===== src/rtl/shl_pipe_ctrl.sv =====
// shl_pipe_ctrl: two-stage issue/retire wrapper around the external 8-bit
// combinational left-shift unit.
//   S1 registers the request and drives the shift unit (shl_a/shl_shift).
//   S2 captures result, carry and zero and presents them with backpressure.
// Optional feature: define SHL_ROTATE_EN to honour in_rot (rotate left).
// Without it in_rot is ignored and no right-shift logic is built.
module shl_pipe_ctrl #(
    parameter int WIDTH = 8,
    parameter int SHW   = 3
) (
    input  logic             clk,
    input  logic             rst,
    input  logic             in_valid,
    output logic             in_ready,
    input  logic [WIDTH-1:0] in_a,
    input  logic [SHW-1:0]   in_shift,
    input  logic             in_rot,
    output logic [WIDTH-1:0] shl_a,
    output logic [SHW-1:0]   shl_shift,
    input  logic [WIDTH-1:0] shl_out,
    output logic             out_valid,
    input  logic             out_ready,
    output logic [WIDTH-1:0] out_result,
    output logic             out_carry,
    output logic             out_zero,
    output logic [1:0]       inflight
);

    logic             s1_valid;
    logic [WIDTH-1:0] s1_a;
    logic [SHW-1:0]   s1_shift;
    logic             s2_free;
    logic             s1_move;
    logic             in_fire;
    logic [SHW-1:0]   carry_idx;
    logic             nxt_carry;
    logic [WIDTH-1:0] nxt_result;

    // Handshake: S2 can take a new value when empty or being drained now.
    assign s2_free  = !out_valid || out_ready;
    assign in_ready = !s1_valid || s2_free;
    assign s1_move  = s1_valid && s2_free;
    assign in_fire  = in_valid && in_ready;

    // Shift unit sees the S1 registers directly, stable for the whole cycle.
    assign shl_a     = s1_a;
    assign shl_shift = s1_shift;

    // Last bit shifted out is a[WIDTH - shift]; modulo-8 arithmetic gives
    // that index in 3 bits for shift 1..7, shift 0 has no carry.
    assign carry_idx = '0 - s1_shift;
    assign nxt_carry = (s1_shift == '0) ? 1'b0 : s1_a[carry_idx];

`ifdef SHL_ROTATE_EN
    logic             s1_rot;
    logic [SHW:0]     rot_rsh;

    // Rotate = shift-unit result OR'd with the bits that fell off the top;
    // shift 0 gives a right shift by 8, i.e. no fill, so the result is s1_a.
    assign rot_rsh    = (SHW+1)'(WIDTH) - {1'b0, s1_shift};
    assign nxt_result = s1_rot ? (shl_out | (s1_a >> rot_rsh)) : shl_out;

    // Rotate flag travels with the S1 operands.
    always_ff @(posedge clk) begin
        if (rst)
            s1_rot <= 1'b0;
        else if (in_fire)
            s1_rot <= in_rot;
    end
`else
    logic unused_rot;

    assign unused_rot = in_rot;
    assign nxt_result = shl_out;
`endif

    // S1: load on accept, otherwise empty out when moving into S2.
    always_ff @(posedge clk) begin
        if (rst) begin
            s1_valid <= 1'b0;
            s1_a     <= '0;
            s1_shift <= '0;
        end else if (in_fire) begin
            s1_valid <= 1'b1;
            s1_a     <= in_a;
            s1_shift <= in_shift;
        end else if (s1_move) begin
            s1_valid <= 1'b0;
        end
    end

    // S2: capture result and flags on move, drop valid on drain; data holds.
    always_ff @(posedge clk) begin
        if (rst) begin
            out_valid  <= 1'b0;
            out_result <= '0;
            out_carry  <= 1'b0;
            out_zero   <= 1'b0;
        end else if (s1_move) begin
            out_valid  <= 1'b1;
            out_result <= nxt_result;
            out_carry  <= nxt_carry;
            out_zero   <= (nxt_result == '0);
        end else if (out_ready) begin
            out_valid  <= 1'b0;
        end
    end

    assign inflight = {1'b0, s1_valid} + {1'b0, out_valid};

endmodule


===== config.mk =====
export PLATFORM = sky130hd
export DESIGN_NAME = shl_pipe_ctrl
export DESIGN_NICKNAME = d
export VERILOG_FILES = /design/src/rtl/shl_pipe_ctrl.sv
export SDC_FILE = /design/constraint.sdc
export NUM_CORES = 1
export LEC_CHECK = 0
export CORE_MARGIN = 4
export CORE_UTILIZATION = 39
export DETAILED_ROUTE_END_ITERATION = 16
export PLACE_DENSITY_LB_ADDON = 0.05
export SYNTH_ARGS = -nofsm -noshare
export SYNTH_HDL_FRONTEND = slang
export SYNTH_SLANG_ARGS = --single-unit

===== constraint.sdc =====
create_clock -name clk -period 1.8 [get_ports clk]
set_input_delay 0.36 -clock clk [delete_from_list [all_inputs] [get_ports clk]]
set_output_delay 0.36 -clock clk [all_outputs]
set_load 0.01 [all_outputs]

==> metrics.md <==
| Metric | Value |
|---|---|
| Commonest cells after routing, fill and taps aside | `clkdlybuf4s50_1, a21oi_1, o21ai_0` |
| Share of layout cells above drive strength 1 | `11.3%` |
| Dpl hpwl | `2.11 mm` |
| Clock-pin slew on the worst setup and hold paths | `0.13 ns` |
| Crit path kind | `input pin to output port` |
| First-pass iteration count of the detailed router | `4` |
| Total CTS buffers | `3` |
| GR met3 Demand/Resource | `4.17%` |
| Slew headroom | `66.1%` |
| Fin crit share | `96.4%` |
| Sw Ratio | `26.2%` |
| CP max FO | `3` |
| Die area | `3440 um^2` |
| Max VDD drop | `404 uV` |
| Port bufs | `47` |
| Hold_sp | `out_result[7]` |
| Final setup margin | `0.0647 ns` |
| Tightest Pin Transition | `0.496 ns` |
| Final Hold Vio Count | `0` |
| Synthesis warning total | `0` |
| Antenna diodes | `0` |
| Total power | `1.01 mW` |
| Int Pwr | `0.746 mW` |
| GRT Max-Usage Layer | `met2` |
| Fin crit period | `1.74 ns` |
| Endpoints failing setup | `0` |
| Worst slack, placed | `-0.239 ns` |
| I/O pin count | `49` |
| Initial DRC count | `27` |
| Gr usage total | `16.7%` |
| Vias in the first global route | `1066` |
| Initial core utilization | `40.8%` |
| CP startpoint kind | `input pin` |
| Met2 usage | `28.5%` |
| # fillers | `225` |
| Avg Inst Size Synth | `8.41 um^2` |
| WL final | `2.81 mm` |
| Clock Skews | `0.00409 ns` |
| Sequential share of the synthesized area | `46.0%` |
| H-tree depth | `1` |
| Largest net degree at the start of global routing | `24` |
| CTS tree | `done` |
| Postcts setup bufs | `0` |
| Core footprint | `2450 um^2` |
| Syn Inst Count | `119` |
| Worst Setup SP | `out_ready` |
| Remaining antenna violation count | `0` |
| Hold buffers post-CTS | `0` |
| Die W | `58.7 um` |
| Setup slack, reg-to-reg | `0.10 ns` |
| Syn Nets | `146` |
| Clock tree sinks | `23` |
| #FFs+latches synth | `23` |
| RSZ-0062 raised after global routing | `no` |
| Worst r2r dst | `out_carry` |
| Clk pwr share | `23.5%` |
| Share of power burned in registers | `54.6%` |
| Yosys cell types | `19` |
| CTS max path bufs | `2` |
| # rows | `18` |
| Finished Cell Area | `1570 um^2` |
| Main area contributors after synthesis | `dfxtp_1, a21oi_1, o21ai_0` |
| Antenna violations before repair | `0` |
| Power Density | `644 nW/um^2` |
| Min Hold Slack | `0.484 ns` |
| Crit path capture type | `output port` |
| Routed WL per cell | `14.2 um` |
| Drt drc | `0` |
| Layout area overhead | `56.7%` |
| Cell taking the most area after synthesis | `dfxtp_1` |
| Commonest non-fill, non-tap cell in the layout | `clkdlybuf4s50_1` |
| Critical path endpoint | `in_ready` |
| Leakage | `0.598 nW` |
| Final Wtd Congestion | `0.722` |
| Arr. time, crit path | `1.38 ns` |
| DR vias | `1082` |
| Gate power share | `21.9%` |
| First-pass GRT wire length | `4.60 mm` |
| Max Transition Viols Final | `0` |
| FF-to-FF Start | `shl_shift[0]` |
| Synth Cell Area | `1000 um^2` |
| Die Height | `58.7 um` |
| Max-Cap Viols | `0` |
| Top-area cell type share of the netlist area | `46.0%` |
| Fmax achieved | `576 MHz` |
| Cell Count Post-Placement | `194` |
| Sw Pwr | `0.265 mW` |
| Clock root cell | `clkbuf_4` |
| R2R depth | `5` |
| Worst-skew pair later-pin latency | `0.31 ns` |
| DR vias/cell | `5.46` |
| WP data required | `1.44 ns` |
| Met1 Resource Use GR | `21.2%` |
| Cell Count, Final, Fillers Out | `198` |
| Final #Nets | `196` |
| GRT overflow | `0` |
| HP Class | `flop to flop` |
| Status | `finished clean` |
| Area after DPL | `1530 um^2` |
[power groups by stage]
| stage | logic (mW) | clock network [mW] | registers (mW) |
|---|---|---|---|
| floorplan | 0.0790 | 0 | 0.573 |
| global placement | 0.218 | 0 | 0.562 |
| detailed placement | 0.222 | 0 | 0.563 |
| CTS | 0.221 | 0.249 | 0.552 |
| global route | 0.241 | 0.273 | 0.556 |
| finish | 0.222 | 0.238 | 0.552 |
[worst min path at each step]
stage / to / slack [ns] / cells past startpoint
3_3_place_gp: out_result[5] / 0.46 / 2
6_report: out_result[7] / 0.48 / 2
5_1_grt: out_result[5] / 0.51 / 2
3_5_place_dp: out_result[7] / 0.47 / 2
2_1_floorplan: out_result[6] / 0.43 / 1
4_1_cts: out_result[7] / 0.49 / 2
[through the flow]
stage               utilization (%)  TNS [ns]
floorplan                         -         0
global placement               62.3    -0.277
detailed placement             62.3    -0.350
CTS                            63.4         0
global route                   63.9         0
finish                         63.9         0
[Yosys cell counts]
library cell and number:
o41ai_2 1, nor4_1 2, nand2b_1 1, mux4_2 1, nand4_1 1, buf_1 1
ha_1 3, a2111oi_0 2, a21oi_1 22, and2b_1 1, nand3_1 19, inv_1 6
or4_1 1, nor2b_1 4, buf_2 2, o21ai_0 21, clkbuf_1 7, dfxtp_1 23
and3b_1 1
[sequential cells by signal, indices dropped and copies added, names as in the netlist]
signal / count
out_result: 8
shl_a: 8
shl_shift: 3
out_carry: 1
out_valid: 1
out_zero: 1
s1_valid: 1
[cells by family (layout without fill, tap and decap cells)]
group,after synthesis,after routing,synth area share [%]
mux,1,1,2.25
buf+inv,16,65,6.25
compound gates,46,46,24.9
simple gates,30,30,16.9
fa+ha+maj,3,3,3.75
flops,23,23,46.0
[per-layer routing]
| metal | vias to the layer above | wire (um) | share of wire (%) |
|---|---|---|---|
| met1 | 509 | 1240 | 44 |
| met5 | - | 0 | 0 |
| li1 | 532 | - | - |
| met4 | 0 | 22 | 0.78 |
| met3 | 2 | 197 | 7.0 |
| met2 | 39 | 1350 | 48 |
[worst max-delay path: stages]
cell and delay [ns]:
clkdlybuf4s50_1 0.48, and3b_1 0.21, inv_1 0.08, clkdlybuf4s15_1 0.24
[repair_timing]
action | in CTS | in global routing
setup endpoints to repair | 3 | 3
resized for setup | 3 | 7
pin swaps | 0 | 1
[area by class of cell]
| class | instances | area [um^2] | area share (%) |
|---|---|---|---|
| repair buffers | 55 | 532 | 33.9 |
| multi-input cells | 80 | 482 | 30.7 |
| flip-flops and latches | 23 | 468 | 29.8 |
| well taps | 30 | 37.5 | 2.39 |
| clock buffers | 3 | 22.5 | 1.44 |
| inverters | 6 | 22.5 | 1.44 |
| clock inverters | 1 | 5.00 | 0.319 |
Note: power is estimated with default switching activity, not from simulation.
